### src/rtl/mem_ctrl_if.sv
// mem_ctrl_if: bundle of the fetch, data and byte-wide RAM signals seen by mem_ctrl.
// Ports (signals): if_req/if_addr/if_flush/if_done/if_inst fetch port; dm_req/dm_we/dm_len/
//   dm_addr/dm_wdata/dm_done/dm_rdata data port; ram_din/ram_dout/ram_a/ram_wr RAM port; io_full.
// Modports: slave = controller side, master = requester/RAM side.
interface mem_ctrl_if #(
    parameter int ADDR_W = 32
);
    logic              if_req;
    logic [ADDR_W-1:0] if_addr;
    logic              if_flush;
    logic              if_done;
    logic [31:0]       if_inst;
    logic              dm_req;
    logic              dm_we;
    logic [1:0]        dm_len;
    logic [ADDR_W-1:0] dm_addr;
    logic [31:0]       dm_wdata;
    logic              dm_done;
    logic [31:0]       dm_rdata;
    logic [7:0]        ram_din;
    logic [7:0]        ram_dout;
    logic [ADDR_W-1:0] ram_a;
    logic              ram_wr;
    logic              io_full;

    modport slave (
        input  if_req, if_addr, if_flush, dm_req, dm_we, dm_len, dm_addr, dm_wdata, ram_din, io_full,
        output if_done, if_inst, dm_done, dm_rdata, ram_dout, ram_a, ram_wr
    );

    modport master (
        output if_req, if_addr, if_flush, dm_req, dm_we, dm_len, dm_addr, dm_wdata, ram_din, io_full,
        input  if_done, if_inst, dm_done, dm_rdata, ram_dout, ram_a, ram_wr
    );
endinterface

### src/rtl/mem_ctrl.sv
// mem_ctrl: arbitrates fetch and data requests onto a byte-wide RAM, sequencing 1/2/4-byte
//   transfers one byte per cycle and assembling read data little-endian.
// Ports: clk, rst (synchronous, active-high); bus (mem_ctrl_if.slave) with fetch, data and RAM signals.
// Option: define MEMCTRL_IO_STALL_EN to hold IO-region stores (addr[17:16] == IO_SEL_HI) while io_full.
module mem_ctrl #(
    parameter int         ADDR_W    = 32,
    parameter logic [1:0] IO_SEL_HI = 2'b11
) (
    input logic       clk,
    input logic       rst,
    mem_ctrl_if.slave bus
);
`ifdef MEMCTRL_IO_STALL_EN
    localparam logic IO_STALL = 1'b1;
`else
    localparam logic IO_STALL = 1'b0;
`endif

    typedef enum logic [1:0] {IDLE, READ, WRITE} state_t;

    state_t            state_q, state_d;
    logic [2:0]        addr_cnt_q, addr_cnt_d, rcv_cnt_q, rcv_cnt_d, n_q, n_d;
    logic              armed_q, armed_d, is_if_q, is_if_d;
    logic [ADDR_W-1:0] base_q, base_d, ram_a_q, ram_a_d;
    logic [31:0]       wdata_q, wdata_d, rbuf_q, rbuf_d, if_inst_q, if_inst_d, dm_rdata_q, dm_rdata_d;
    logic [7:0]        ram_dout_q, ram_dout_d;
    logic              ram_wr_q, ram_wr_d, if_done_q, if_done_d, dm_done_q, dm_done_d;
    logic [31:0]       word, wshift;
    logic              dm_act, if_act, stall;

    // A held request is not re-accepted in the cycle its own done is showing.
    assign dm_act = bus.dm_req & ~dm_done_q;
    assign if_act = bus.if_req & ~if_done_q & ~bus.if_flush;
    assign stall  = IO_STALL & bus.dm_we & (bus.dm_addr[17:16] == IO_SEL_HI) & bus.io_full;
    // Word so far with the byte arriving this cycle merged into lane rcv_cnt.
    assign word   = rbuf_q | ({24'd0, bus.ram_din} << {rcv_cnt_q[1:0], 3'b000});
    assign wshift = wdata_q >> {addr_cnt_q[1:0], 3'b000};

    always_ff @(posedge clk) begin
        if (rst) begin
            state_q    <= IDLE;
            addr_cnt_q <= '0;
            rcv_cnt_q  <= '0;
            n_q        <= '0;
            armed_q    <= 1'b0;
            is_if_q    <= 1'b0;
            base_q     <= '0;
            wdata_q    <= '0;
            rbuf_q     <= '0;
            ram_a_q    <= '0;
            ram_dout_q <= '0;
            ram_wr_q   <= 1'b0;
            if_done_q  <= 1'b0;
            if_inst_q  <= '0;
            dm_done_q  <= 1'b0;
            dm_rdata_q <= '0;
        end else begin
            state_q    <= state_d;
            addr_cnt_q <= addr_cnt_d;
            rcv_cnt_q  <= rcv_cnt_d;
            n_q        <= n_d;
            armed_q    <= armed_d;
            is_if_q    <= is_if_d;
            base_q     <= base_d;
            wdata_q    <= wdata_d;
            rbuf_q     <= rbuf_d;
            ram_a_q    <= ram_a_d;
            ram_dout_q <= ram_dout_d;
            ram_wr_q   <= ram_wr_d;
            if_done_q  <= if_done_d;
            if_inst_q  <= if_inst_d;
            dm_done_q  <= dm_done_d;
            dm_rdata_q <= dm_rdata_d;
        end
    end

    always_comb begin
        state_d    = state_q;
        addr_cnt_d = addr_cnt_q;
        rcv_cnt_d  = rcv_cnt_q;
        n_d        = n_q;
        armed_d    = armed_q;
        is_if_d    = is_if_q;
        base_d     = base_q;
        wdata_d    = wdata_q;
        rbuf_d     = rbuf_q;
        ram_a_d    = ram_a_q;
        ram_dout_d = ram_dout_q;
        ram_wr_d   = ram_wr_q;
        if_done_d  = 1'b0;
        if_inst_d  = if_inst_q;
        dm_done_d  = 1'b0;
        dm_rdata_d = dm_rdata_q;
        case (state_q)
            IDLE: begin
                if (dm_act && !stall) begin
                    base_d     = bus.dm_addr;
                    ram_a_d    = bus.dm_addr;
                    wdata_d    = bus.dm_wdata;
                    n_d        = bus.dm_len == 2'd0 ? 3'd1 : bus.dm_len == 2'd1 ? 3'd2 : 3'd4;
                    is_if_d    = 1'b0;
                    addr_cnt_d = 3'd1;
                    rcv_cnt_d  = 3'd0;
                    armed_d    = 1'b0;
                    rbuf_d     = '0;
                    ram_dout_d = bus.dm_we ? bus.dm_wdata[7:0] : ram_dout_q;
                    ram_wr_d   = bus.dm_we;
                    state_d    = bus.dm_we ? WRITE : READ;
                end else if (!dm_act && if_act) begin
                    base_d     = bus.if_addr;
                    ram_a_d    = bus.if_addr;
                    n_d        = 3'd4;
                    is_if_d    = 1'b1;
                    addr_cnt_d = 3'd1;
                    rcv_cnt_d  = 3'd0;
                    armed_d    = 1'b0;
                    rbuf_d     = '0;
                    ram_wr_d   = 1'b0;
                    state_d    = READ;
                end
            end
            READ: begin
                if (is_if_q && bus.if_flush) begin
                    ram_a_d = '0;
                    state_d = IDLE;
                end else begin
                    if (addr_cnt_q < n_q) begin
                        ram_a_d    = base_q + ADDR_W'(addr_cnt_q);
                        addr_cnt_d = addr_cnt_q + 3'd1;
                    end
                    // RAM data lags its address by two edges, so skip the first edge.
                    if (!armed_q) begin
                        armed_d = 1'b1;
                    end else begin
                        rbuf_d    = word;
                        rcv_cnt_d = rcv_cnt_q + 3'd1;
                        if (rcv_cnt_q == n_q - 3'd1) begin
                            if_inst_d  = is_if_q ? word : if_inst_q;
                            if_done_d  = is_if_q;
                            dm_rdata_d = is_if_q ? dm_rdata_q : word;
                            dm_done_d  = ~is_if_q;
                            ram_a_d    = '0;
                            state_d    = IDLE;
                        end
                    end
                end
            end
            WRITE: begin
                if (addr_cnt_q < n_q) begin
                    ram_a_d    = base_q + ADDR_W'(addr_cnt_q);
                    ram_dout_d = wshift[7:0];
                    addr_cnt_d = addr_cnt_q + 3'd1;
                end else begin
                    ram_wr_d  = 1'b0;
                    ram_a_d   = '0;
                    dm_done_d = 1'b1;
                    state_d   = IDLE;
                end
            end
            default: state_d = IDLE;
        endcase
    end

    assign bus.ram_a    = ram_a_q;
    assign bus.ram_dout = ram_dout_q;
    assign bus.ram_wr   = ram_wr_q;
    assign bus.if_done  = if_done_q;
    assign bus.if_inst  = if_inst_q;
    assign bus.dm_done  = dm_done_q;
    assign bus.dm_rdata = dm_rdata_q;
endmodule

### src/flat_wrapper.sv
// flat-port wrapper written by rule: the top's interface ports become plain ports
module mem_ctrl_flat 
#(
    parameter int         ADDR_W    = 32,
    parameter logic [1:0] IO_SEL_HI = 2'b11
)
  (clk, rst, bus_if_req, bus_if_addr, bus_if_flush, bus_dm_req, bus_dm_we, bus_dm_len, bus_dm_addr, bus_dm_wdata, bus_ram_din, bus_io_full, bus_if_done, bus_if_inst, bus_dm_done, bus_dm_rdata, bus_ram_dout, bus_ram_a, bus_ram_wr);
  mem_ctrl_if #(.ADDR_W(ADDR_W)) bus_i ();
  input logic clk;
  input logic rst;
  input wire logic [$bits(bus_i.if_req)-1:0] bus_if_req;
  input wire logic [$bits(bus_i.if_addr)-1:0] bus_if_addr;
  input wire logic [$bits(bus_i.if_flush)-1:0] bus_if_flush;
  input wire logic [$bits(bus_i.dm_req)-1:0] bus_dm_req;
  input wire logic [$bits(bus_i.dm_we)-1:0] bus_dm_we;
  input wire logic [$bits(bus_i.dm_len)-1:0] bus_dm_len;
  input wire logic [$bits(bus_i.dm_addr)-1:0] bus_dm_addr;
  input wire logic [$bits(bus_i.dm_wdata)-1:0] bus_dm_wdata;
  input wire logic [$bits(bus_i.ram_din)-1:0] bus_ram_din;
  input wire logic [$bits(bus_i.io_full)-1:0] bus_io_full;
  output wire logic [$bits(bus_i.if_done)-1:0] bus_if_done;
  output wire logic [$bits(bus_i.if_inst)-1:0] bus_if_inst;
  output wire logic [$bits(bus_i.dm_done)-1:0] bus_dm_done;
  output wire logic [$bits(bus_i.dm_rdata)-1:0] bus_dm_rdata;
  output wire logic [$bits(bus_i.ram_dout)-1:0] bus_ram_dout;
  output wire logic [$bits(bus_i.ram_a)-1:0] bus_ram_a;
  output wire logic [$bits(bus_i.ram_wr)-1:0] bus_ram_wr;
  assign bus_i.if_req = bus_if_req;
  assign bus_i.if_addr = bus_if_addr;
  assign bus_i.if_flush = bus_if_flush;
  assign bus_i.dm_req = bus_dm_req;
  assign bus_i.dm_we = bus_dm_we;
  assign bus_i.dm_len = bus_dm_len;
  assign bus_i.dm_addr = bus_dm_addr;
  assign bus_i.dm_wdata = bus_dm_wdata;
  assign bus_i.ram_din = bus_ram_din;
  assign bus_i.io_full = bus_io_full;
  assign bus_if_done = bus_i.if_done;
  assign bus_if_inst = bus_i.if_inst;
  assign bus_dm_done = bus_i.dm_done;
  assign bus_dm_rdata = bus_i.dm_rdata;
  assign bus_ram_dout = bus_i.ram_dout;
  assign bus_ram_a = bus_i.ram_a;
  assign bus_ram_wr = bus_i.ram_wr;
  mem_ctrl #(.ADDR_W(ADDR_W), .IO_SEL_HI(IO_SEL_HI)) u_core (.clk(clk), .rst(rst), .bus(bus_i));
endmodule
### config.mk
export PLATFORM = sky130hd
export DESIGN_NAME = mem_ctrl_flat
export DESIGN_NICKNAME = d
export VERILOG_FILES = /design/src/rtl/mem_ctrl_if.sv /design/src/rtl/mem_ctrl.sv /design/src/flat_wrapper.sv
export SDC_FILE = /design/constraint.sdc
export NUM_CORES = 1
export LEC_CHECK = 0
export BUFFER_PORTS_ARGS = -buffer_cell sky130_fd_sc_hd__buf_2
export CORE_AREA = 2 2 149 151
export CTS_CLUSTER_DIAMETER = 150
export DETAILED_ROUTE_END_ITERATION = 16
export DIE_AREA = 0 0 151 153
export GPL_ROUTABILITY_DRIVEN = 0
export HOLD_SLACK_MARGIN = 0.02
export PLACE_DENSITY = 0.67
export SYNTH_ARGS = -nofsm -noshare
export SYNTH_HDL_FRONTEND = slang
export SYNTH_SLANG_ARGS = --single-unit
### constraint.sdc
create_clock -name clk -period 2.75 [get_ports clk]
set_clock_uncertainty 0.15 [all_clocks]
set_input_delay 0.275 -clock clk [delete_from_list [all_inputs] [get_ports clk]]
set_output_delay 0.275 -clock clk [all_outputs]
set_load 0.03 [all_outputs]
==> qor.csv, run 1 <==
metric,value,unit
outcome,"finished, final reports clean",
clk-insertion-delay-late,0.50,ns
gr-total-overflow,0,
htree_levels,1,
clk_pin_slew_worst_paths,0.06,ns
fin_hold_ws,0.0357,ns
boundaryPins,220,
synth-edff-count,0,
start_kind,register,
worst_pin_slew,0.822,ns
clock_path_buffers,3,
post_cts_buffers,0,
synth_fp_nets,1238,
holdPathEnd,u_core.base_q[13]$_SDFFE_PP0P_,
final_cells,1663,
slew_headroom,0.452,
routed_wl,26400,µm
cts_sinks,216,
drive_above_1_share,0.238,
dieArea,23100,µm²
worstPathRequired,3.05,ns
synth_area_per_cell,8.59,µm²
setup_viol,0,
ys_ff_latch,216,
final_net_count,1492,
coreArea,21500,µm²
fmaxAchievable,0.387,GHz
dr.first_iter.drc_count,515,
mostFrequentLayoutCells,"buf_2, dfxtp_1, nor2_1",
place_inst,1554,
die_h,153,µm
rows,54,
drc,0,
finalMaxSlewViolations,0,
grtUsageTotal,0.223,
worstPathMaxFanout,4,
drtPass1Iterations,5,
syn_inst,1112,
rsz0062_at_grt,no,
p_per_area,659,nW/µm²
criticalPathCategory,register to register,
grt_max_degree,77,
holdPathStages,4,
grt_pass1_vias,8455,
via_per_inst,5.33,
antenna_cells,0,
antenna_found_initial,0,
min_period,2.58,ns
synth_warnings,0,
syn_area,9550,µm²
r2r-end,u_core.bus.ram_a[18]$_SDFFE_PP0P_,
ys_seq_area_frac,0.453,
ff2ff_path_depth,10,
initial_core_util,0.445,
synthArstFlopShare,0,
cap_viol_max_count,0,
vias,8856,
fin_crit_sh,0.940,
numCtsBuffers,23,
final_common_cell,buf_2,
root_buffer,clkbuf_16,
setup_tns,0,ns
cts_tree,built,
place_hpwl,17800,µm
hold_violations,0,
arrival,2.88,ns
post_drt_wl_per_cell,15.9,µm
synth-main-ff-cell,dfxtp_1,
port_buffers,218,
synth_cell_types,61,
reg2reg_slack,0.17,ns
vdd_drop_max,0.000522,V
endpoint_kind,register,
r2r-start,u_core.addr_cnt_q[0]$_SDFFE_PP0P_,
fp.dieW,151,µm
area_growth_syn_to_layout,29.3,%
worst_hold_path_type,input port to register,
ant_nets,0,
worstHoldStart,bus_if_addr[13],
grt_pass1_wl,42600,µm
p_leak,4.97,nW
## what timing repair did
item	in CTS	in global routing
hold endpoints to repair	80	0
endpoints found under the setup margin	0	11
gates resized for setup	0	7
hold buffers	67	0
## kinds of logic after synthesis
group           count (synthesis)  share of synthesized area
flops                         216                      0.453
simple gates                  386                      0.178
xor+xnor                       30                     0.0291
compound gates                313                      0.212
buf+inv                       105                     0.0477
mux                            49                     0.0633
fa+ha+maj                      13                     0.0178
## flip-flops by register name, indices dropped and copies added (netlist names), 2 cells and up
signal / count
u_core.rbuf_q: 32
u_core.bus.ram_dout: 8
u_core.rcv_cnt_q: 3
u_core.base_q: 32
u_core.bus.dm_rdata: 32
u_core.bus.ram_a: 32
u_core.wdata_q: 32
u_core.n_q: 3
u_core.addr_cnt_q: 3
u_core.bus.if_inst: 32
u_core.state_q: 2
## worst max path at each step
stage | end | from | cells after the start
finish | u_core.bus.ram_a[18]$_SDFFE_PP0P_ | u_core.addr_cnt_q[0]$_SDFFE_PP0P_ | 10
detailed placement | u_core.bus.ram_a[18]$_SDFFE_PP0P_ | u_core.addr_cnt_q[0]$_SDFFE_PP0P_ | 10
floorplan | u_core.bus.ram_a[18]$_SDFFE_PP0P_ | u_core.addr_cnt_q[1]$_SDFFE_PP0P_ | 9
global route | u_core.bus.ram_a[18]$_SDFFE_PP0P_ | u_core.base_q[0]$_SDFFE_PP0P_ | 10
CTS | u_core.bus.ram_a[18]$_SDFFE_PP0P_ | u_core.addr_cnt_q[0]$_SDFFE_PP0P_ | 10
global placement | u_core.bus.ram_a[18]$_SDFFE_PP0P_ | u_core.base_q[0]$_SDFFE_PP0P_ | 10
## per-stage QoR
step | worst slack [ns] | area [µm²] | power, mW | util
after CTS | 0.0211 | 12300 | 8.19 | 0.573
after detailed placement | 0.0680 | 10900 | 5.12 | 0.508
after global routing | 0.0207 | 12400 | 8.53 | 0.575
final | 0.166 | 12400 | 8.14 | 0.575
after global placement | 0.0933 | 10900 | 5.09 | 0.508
after floorplan | 0.0828 | 9550 | 4.62 | -
## cell type report
type | count | area, µm²
clock inverter | 7 | 63.8
inverter | 17 | 63.8
multi-input combinational | 791 | 4830
fill | 1981 | 9130
sequential | 216 | 4320
clock buffer | 35 | 661
timing repair buffer | 317 | 2060
tap | 280 | 350
## layer usage
layer	part of all wire	up-vias	global-route usage
met3	0.051	45	0.0313
met5	0	-	0
met1	0.44	4096	0.292
li1	-	4474	-
met2	0.48	241	0.383
met4	0.024	0	0.0632
## power breakdown
| part | internal [mW] | leakage, nW | total, mW | switching [mW] |
|---|---|---|---|---|
| sequential | 3.35 | 1.76 | 3.53 | 0.176 |
| combinational | 0.623 | 2.85 | 1.63 | 1.00 |
| clock | 1.75 | 0.360 | 2.98 | 1.23 |
| total | 5.72 | 4.97 | 8.14 | 2.41 |
## worst max-delay path: stages, from the launching register on
cell and delay (ns):
dfxtp_1 0.34, ha_1 0.18, inv_1 0.06, fa_1 0.41
nand2b_4 0.20, a2111oi_4 0.34, buf_4 0.19, nand3_1 0.09
xor2_1 0.16, a211oi_2 0.22, o221a_2 0.20
## cell usage after synthesis (18+ instances only)
cell | count | area share
dfxtp_1 | 216 | 0.45
nor2_1 | 189 | 0.074
a21oi_1 | 117 | 0.061
a211oi_1 | 100 | 0.079
nand2_1 | 92 | 0.036
clkbuf_1 | 53 | 0.021
nor3_1 | 32 | 0.017
mux2i_1 | 30 | 0.031
o21ai_0 | 28 | 0.015
a22oi_1 | 25 | 0.020
buf_2 | 22 | 0.012
nand3_1 | 18 | 0.0094
Power figures use the tool's default switching activity.
==> inputs of run 2 (changes only) <==
Settings changed: PLACE_DENSITY 0.67 to 0.64.
Clock period 2.75 ns to 3.09 ns, I/O delays scaled along.
==> run 2 against run 1 <==
- first-iteration DRC count fell by 30%
- combinational power fell by 13%
- routed wire length down 0.77%
- power fell by 10%
- largest power group unchanged
- core utilization fell by 1.0 points
- cell count down 1.3%
- critical endpoint unchanged
- sequential cell count did not move
- critical path depth unchanged
- hold slack got worse by 0.011 ns
- clock-buffer cell count down 1
==> qor.csv, run 2 (synthesized netlist as in run 1, its figures left out) <==
metric,value,unit,change
outcome,"finished, final reports clean",,unchanged
grt_pass1_vias,8306,,was 8455
dr.first_iter.drc_count,360,,was 515
holdPathStages,3,,was 4
grt_pass1_wl,42200,µm,was 42600 µm
final_util,0.565,,was 0.575
internal_power,5.12,mW,was 5.72 mW
boundaryPins,220,,unchanged
root_buffer,clkbuf_16,,unchanged
die_h,153,µm,unchanged
initial_core_util,0.445,,unchanged
place_hpwl,18000,µm,was 17800 µm
r2r-end,u_core.bus.ram_a[18]$_SDFFE_PP0P_,,unchanged
worstPathMaxFanout,4,,unchanged
p_leak,4.87,nW,was 4.97 nW
routed_wl,26200,µm,was 26400 µm
worstPathRequired,3.40,ns,was 3.05 ns
via_per_inst,5.31,,was 5.33
grt_max_degree,95,,was 77
clk-insertion-delay-late,0.52,ns,was 0.50 ns
power,7.30,mW,was 8.14 mW
coreArea,21500,µm²,unchanged
fin_crit_sh,0.865,,was 0.940
numCtsBuffers,25,,was 23
vias,8725,,was 8856
worst_pin_slew,1.04,ns,was 0.822 ns
finalMaxSlewViolations,0,,unchanged
rows,54,,unchanged
mostFrequentLayoutCells,"buf_2, dfxtp_1, nor2_1",,unchanged
min_period,2.67,ns,was 2.58 ns
clockPowerShare,0.377,,was 0.367
antenna_cells,0,,unchanged
gr-total-overflow,0,,unchanged
clock_path_buffers,3,,unchanged
area_growth_syn_to_layout,27.0,%,was 29.3%
drtPass1Iterations,5,,unchanged
preCtsSetupSlack,0.425,ns,was 0.0680 ns
pwr-share-comb,0.193,,was 0.200
drive_above_1_share,0.239,,was 0.238
vdd_drop_max,0.000378,V,was 0.000522 V
setup_tns,0,ns,unchanged
switching_power,2.17,mW,was 2.41 mW
fill_cells,2041,,was 1981
criticalPathCategory,register to register,,unchanged
p_per_area,601,nW/µm²,was 659 nW/µm²
pwr-share-seq,0.430,,was 0.433
grtUsageTotal,0.222,,was 0.223
slew_headroom,0.305,,was 0.452
cts_tree,built,,unchanged
rsz0062_at_grt,no,,unchanged
post_drt_wl_per_cell,15.9,µm,about the same
final_common_cell,buf_2,,unchanged
place_inst,1552,,was 1554
multiInputGateArea,4800,µm²,was 4830 µm²
dieArea,23100,µm²,unchanged
endpoint_kind,register,,unchanged
clk_pin_slew_worst_paths,0.06,ns,about the same
hold_violations,0,,unchanged
r2r-start,u_core.addr_cnt_q[0]$_SDFFE_PP0P_,,unchanged
ff2ff_path_depth,10,,unchanged
p_sw_frac,0.298,,was 0.297
htree_levels,1,,unchanged
fmaxAchievable,0.374,GHz,was 0.387 GHz
worstHoldStart,bus_if_addr[4],,was bus_if_addr[13]
cts_sinks,216,,unchanged
final_cells,1642,,was 1663
fp.dieW,151,µm,unchanged
start_kind,register,,unchanged
port_buffers,218,,unchanged
worst_hold_path_type,input port to register,,unchanged
seqCellArea,4320,µm²,unchanged
fin_ws,0.416,ns,was 0.166 ns
reg2reg_slack,0.42,ns,was 0.17 ns
ant_nets,0,,unchanged
final_net_count,1472,,was 1492
arrival,2.99,ns,was 2.88 ns
drc,0,,unchanged
holdPathEnd,u_core.base_q[4]$_SDFFE_PP0P_,,was u_core.base_q[13]$_SDFFE_PP0P_
setup_viol,0,,unchanged
antenna_found_initial,0,,unchanged
cap_viol_max_count,0,,unchanged
==> run 2: worst max-delay path: stages, from the launching register on <==
cell       delay, ns
dfxtp_1         0.34
ha_1            0.17
inv_1           0.05
fa_1            0.39
nand2b_1        0.25
a2111oi_2       0.38
buf_4           0.20
nand3_1         0.09
xor2_1          0.15
a211oi_1        0.23
o221a_2         0.22
==> run 2: layout make-up <==
class,instances,area share
clock buffer,34,0.0560
tap,280,0.0289
inverter,17,0.00526
multi-input combinational,791,0.395
sequential,216,0.356
clock inverter,9,0.00629
timing repair buffer,295,0.152
==> run 2: worst max-delay path by stage <==
stage                                      start                           endpoint  slack, ns
6_report       u_core.addr_cnt_q[0]$_SDFFE_PP0P_  u_core.bus.ram_a[18]$_SDFFE_PP0P_       0.42
3_5_place_dp       u_core.base_q[0]$_SDFFE_PP0P_  u_core.bus.ram_a[18]$_SDFFE_PP0P_       0.43
3_3_place_gp   u_core.addr_cnt_q[0]$_SDFFE_PP0P_  u_core.bus.ram_a[18]$_SDFFE_PP0P_       0.47
5_1_grt           u_core.state_q[0]$_SDFFE_PP0P_  u_core.bus.ram_a[25]$_SDFFE_PP0P_      0.002
2_1_floorplan  u_core.addr_cnt_q[1]$_SDFFE_PP0P_  u_core.bus.ram_a[18]$_SDFFE_PP0P_       0.28
4_1_cts            u_core.base_q[0]$_SDFFE_PP0P_  u_core.bus.ram_a[18]$_SDFFE_PP0P_       0.41
==> run 2: stage by stage <==
stage               hold slack [ns]  cell area, µm²
finish                       0.0246           12100
global placement              0.289           10900
detailed placement            0.297           10900
CTS                          0.0226           12100
global route                 0.0502           12100
floorplan                     0.283            9550
==> run 2: power by group through the flow <==
stage               Combinational (mW)  Clock, mW  Sequential (mW)
finish                            1.41       2.75             3.14
detailed placement                1.37          0             3.19
CTS                               1.42       2.81             3.13
global route                      1.56       2.92             3.16
floorplan                        0.800          0             3.31
global placement                  1.35          0             3.19
==> run 2: what timing repair did <==
item,CTS,global route
hold endpoints to repair,69,0
hold buffers,47,0
resized for setup,0,0
buffers inserted,0,0
==> run 2: per-layer routing <==
| metal | share of wire | wire length, µm | global-route usage | up-vias |
|---|---|---|---|---|
| li1 | - | - | - | 4427 |
| met1 | 0.46 | 11900 | 0.300 | 4041 |
| met2 | 0.47 | 12400 | 0.373 | 215 |
| met3 | 0.048 | 1260 | 0.0299 | 42 |
| met4 | 0.023 | 601 | 0.0556 | 0 |
| met5 | 0 | 0 | 0 | - |
==> inputs of run 3 (changes only) <==
Settings changed: CTS_CLUSTER_DIAMETER 150 to not set, PLACE_DENSITY 0.64 to 0.68.
==> run 3 against run 2 <==
- sequential share of layout area rose by 0.19 points
- via count rose by 1.5%
- non-clock buffer count fell by 8
- die area did not move
- power rose by 0.55%
- clock power rose by 1%
- largest power group unchanged
- highest routed layer unchanged
==> qor.csv, run 3 (synthesized netlist as in run 1, its figures left out) <==
metric,value,unit,change
outcome,"finished, final reports clean",,unchanged
rows,54,,unchanged
gr-total-overflow,0,,unchanged
area_growth_syn_to_layout,26.3,%,was 27.0%
p_sw_frac,0.294,,was 0.298
cap_viol_max_count,0,,unchanged
setup_viol,0,,unchanged
antenna_cells,0,,unchanged
port_buffers,218,,unchanged
place_hpwl,17700,µm,was 18000 µm
rsz0062_at_grt,no,,unchanged
hold_buffers,40,,was 47
antenna_found_initial,0,,unchanged
switching_power,2.16,mW,was 2.17 mW
hold_violations,0,,unchanged
drc,0,,unchanged
ant_nets,0,,unchanged
worstPathCellList,"ha_1, inv_1, fa_1, nand2b_1, a2111oi_2, buf_4, nand3_1, xor2_1, a211oi_1, o221a_2",,unchanged
grtUsageTotal,0.218,,was 0.222
worstPathMaxFanout,4,,unchanged
post_cts_buffers,0,,unchanged
endpoint_kind,register,,unchanged
grt_max_degree,120,,was 95
final_common_cell,buf_2,,unchanged
worstHoldStart,bus_if_addr[5],,was bus_if_addr[4]
max_stage_delay,0.39,ns,about the same
criticalPathCategory,register to register,,unchanged
internal_power,5.18,mW,was 5.12 mW
ff2ff_path_depth,10,,unchanged
final_net_count,1463,,was 1472
numCtsBuffers,24,,was 25
reg2reg_slack,0.38,ns,was 0.42 ns
holdPathStages,3,,unchanged
start_kind,register,,unchanged
routed_wl,25900,µm,was 26200 µm
drtPass1Iterations,5,,unchanged
post_cts_resized,0,,unchanged
grt_pass1_wl,41700,µm,was 42200 µm
worst_pin_slew,0.795,ns,was 1.04 ns
finalMaxSlewViolations,0,,unchanged
die_h,153,µm,unchanged
cp_num_buf_inv,2,,unchanged
slew_headroom,0.469,,was 0.305
cts_tree,built,,unchanged
clock_path_buffers,3,,unchanged
clk_pin_slew_worst_paths,0.06,ns,about the same
worstPathRequired,3.40,ns,about the same
pwr-share-comb,0.193,,about the same
vdd_drop_max,0.000349,V,was 0.000378 V
grt_pass1_vias,8352,,was 8306
mostFrequentLayoutCells,"buf_2, dfxtp_1, nor2_1",,unchanged
drive_above_1_share,0.240,,was 0.239
critPathSlowestCell,fa_1,,unchanged
cts_sinks,216,,unchanged
post_drt_wl_per_cell,15.9,µm,about the same
fp.dieW,151,µm,unchanged
clk-insertion-delay-late,0.52,ns,about the same
arrival,3.02,ns,was 2.99 ns
worst_hold_path_type,input port to register,,unchanged
r2r-start,u_core.base_q[0]$_SDFFE_PP0P_,,was u_core.addr_cnt_q[0]$_SDFFE_PP0P_
via_per_inst,5.43,,was 5.31
fin_hold_ws,0.0293,ns,was 0.0246 ns
boundaryPins,220,,unchanged
dieArea,23100,µm²,unchanged
crit_family,compound AO/OA/AOI/OAI gates,,unchanged
p_leak,4.85,nW,was 4.87 nW
fmaxAchievable,0.369,GHz,was 0.374 GHz
coreArea,21500,µm²,unchanged
dr.first_iter.drc_count,419,,was 360
initial_core_util,0.445,,unchanged
htree_levels,1,,unchanged
r2r-end,u_core.bus.ram_a[18]$_SDFFE_PP0P_,,unchanged
root_buffer,clkbuf_16,,unchanged
pwr-share-seq,0.427,,was 0.430
p_per_area,608,nW/µm²,was 601 nW/µm²
min_period,2.71,ns,was 2.67 ns
clockPowerShare,0.380,,was 0.377
fin_crit_sh,0.876,,was 0.865
holdPathEnd,u_core.base_q[5]$_SDFFE_PP0P_,,was u_core.base_q[4]$_SDFFE_PP0P_
vias,8857,,was 8725
setup_tns,0,ns,unchanged
==> run 3: changes by cell type in the layout (fill, tap and decap cells not counted) <==
| cell | previous run | this run |
|---|---|---|
| clkbuf_16 | 25 | 24 |
| clkinv_2 | 6 | 3 |
| buf_12 | 4 | 3 |
| clkbuf_1 | 7 | 4 |
| inv_6 | 1 | 0 |
| clkinv_8 | 0 | 1 |
| clkbuf_8 | 2 | 7 |
| dlygate4sd3_1 | 47 | 40 |
==> run 3: layer usage <==
metal,up-vias,share of wire,track usage
met5,-,0,0
met4,0,0.034,0.0819
met3,65,0.064,0.0376
met2,299,0.47,0.359
met1,4082,0.43,0.287
li1,4411,-,-
==> run 3: worst reg2reg max path, stage by stage, from the launching register on <==
cell,delay (ns)
dfxtp_1,0.33
ha_1,0.18
inv_1,0.06
fa_1,0.39
nand2b_1,0.25
a2111oi_2,0.38
buf_4,0.20
nand3_1,0.09
xor2_1,0.15
a211oi_1,0.25
o221a_2,0.22
==> run 3: through the flow <==
stage                     total power [mW]  cell area (µm²)   util  cells  setup slack (ns)
final                                 7.34            12100  0.562   1632             0.383
after global routing                  7.68            12100  0.562   1632             0.152
after CTS                             7.40            12100  0.562   1632             0.396
after detailed placement              4.56            10900  0.507   1551             0.398
after global placement                4.53            10900  0.507   1551             0.446
after floorplan                       4.11             9550      -   1112             0.283
==> run 3: worst max path at each step <==
| stage | to | slack (ns) | cells past startpoint | startpoint |
|---|---|---|---|---|
| floorplan | u_core.bus.ram_a[18]$_SDFFE_PP0P_ | 0.28 | 9 | u_core.addr_cnt_q[1]$_SDFFE_PP0P_ |
| global placement | u_core.bus.ram_a[26]$_SDFFE_PP0P_ | 0.45 | 10 | u_core.base_q[0]$_SDFFE_PP0P_ |
| detailed placement | u_core.bus.ram_a[11]$_SDFFE_PP0P_ | 0.40 | 7 | u_core.state_q[0]$_SDFFE_PP0P_ |
| CTS | u_core.bus.ram_a[18]$_SDFFE_PP0P_ | 0.40 | 10 | u_core.base_q[0]$_SDFFE_PP0P_ |
| global route | u_core.bus.ram_a[24]$_SDFFE_PP0P_ | 0.15 | 10 | u_core.base_q[0]$_SDFFE_PP0P_ |
| finish | u_core.bus.ram_a[18]$_SDFFE_PP0P_ | 0.38 | 10 | u_core.base_q[0]$_SDFFE_PP0P_ |
==> run 3: area by class of cell <==
cell class	instances	area, µm²
inverter	17	63.8
sequential	216	4320
timing repair buffer	287	1750
fill	2001	9420
multi-input combinational	791	4800
clock inverter	6	68.8
tap	280	350
clock buffer	35	712
==> run 3: power groups by stage <==
stage               Sequential [mW]  Clock, mW  Combinational, mW
CTS                            3.13       2.85               1.41
detailed placement             3.19          0               1.37
global placement               3.19          0               1.34
floorplan                      3.31          0              0.800
finish                         3.14       2.79               1.42
global route                   3.16       2.96               1.56
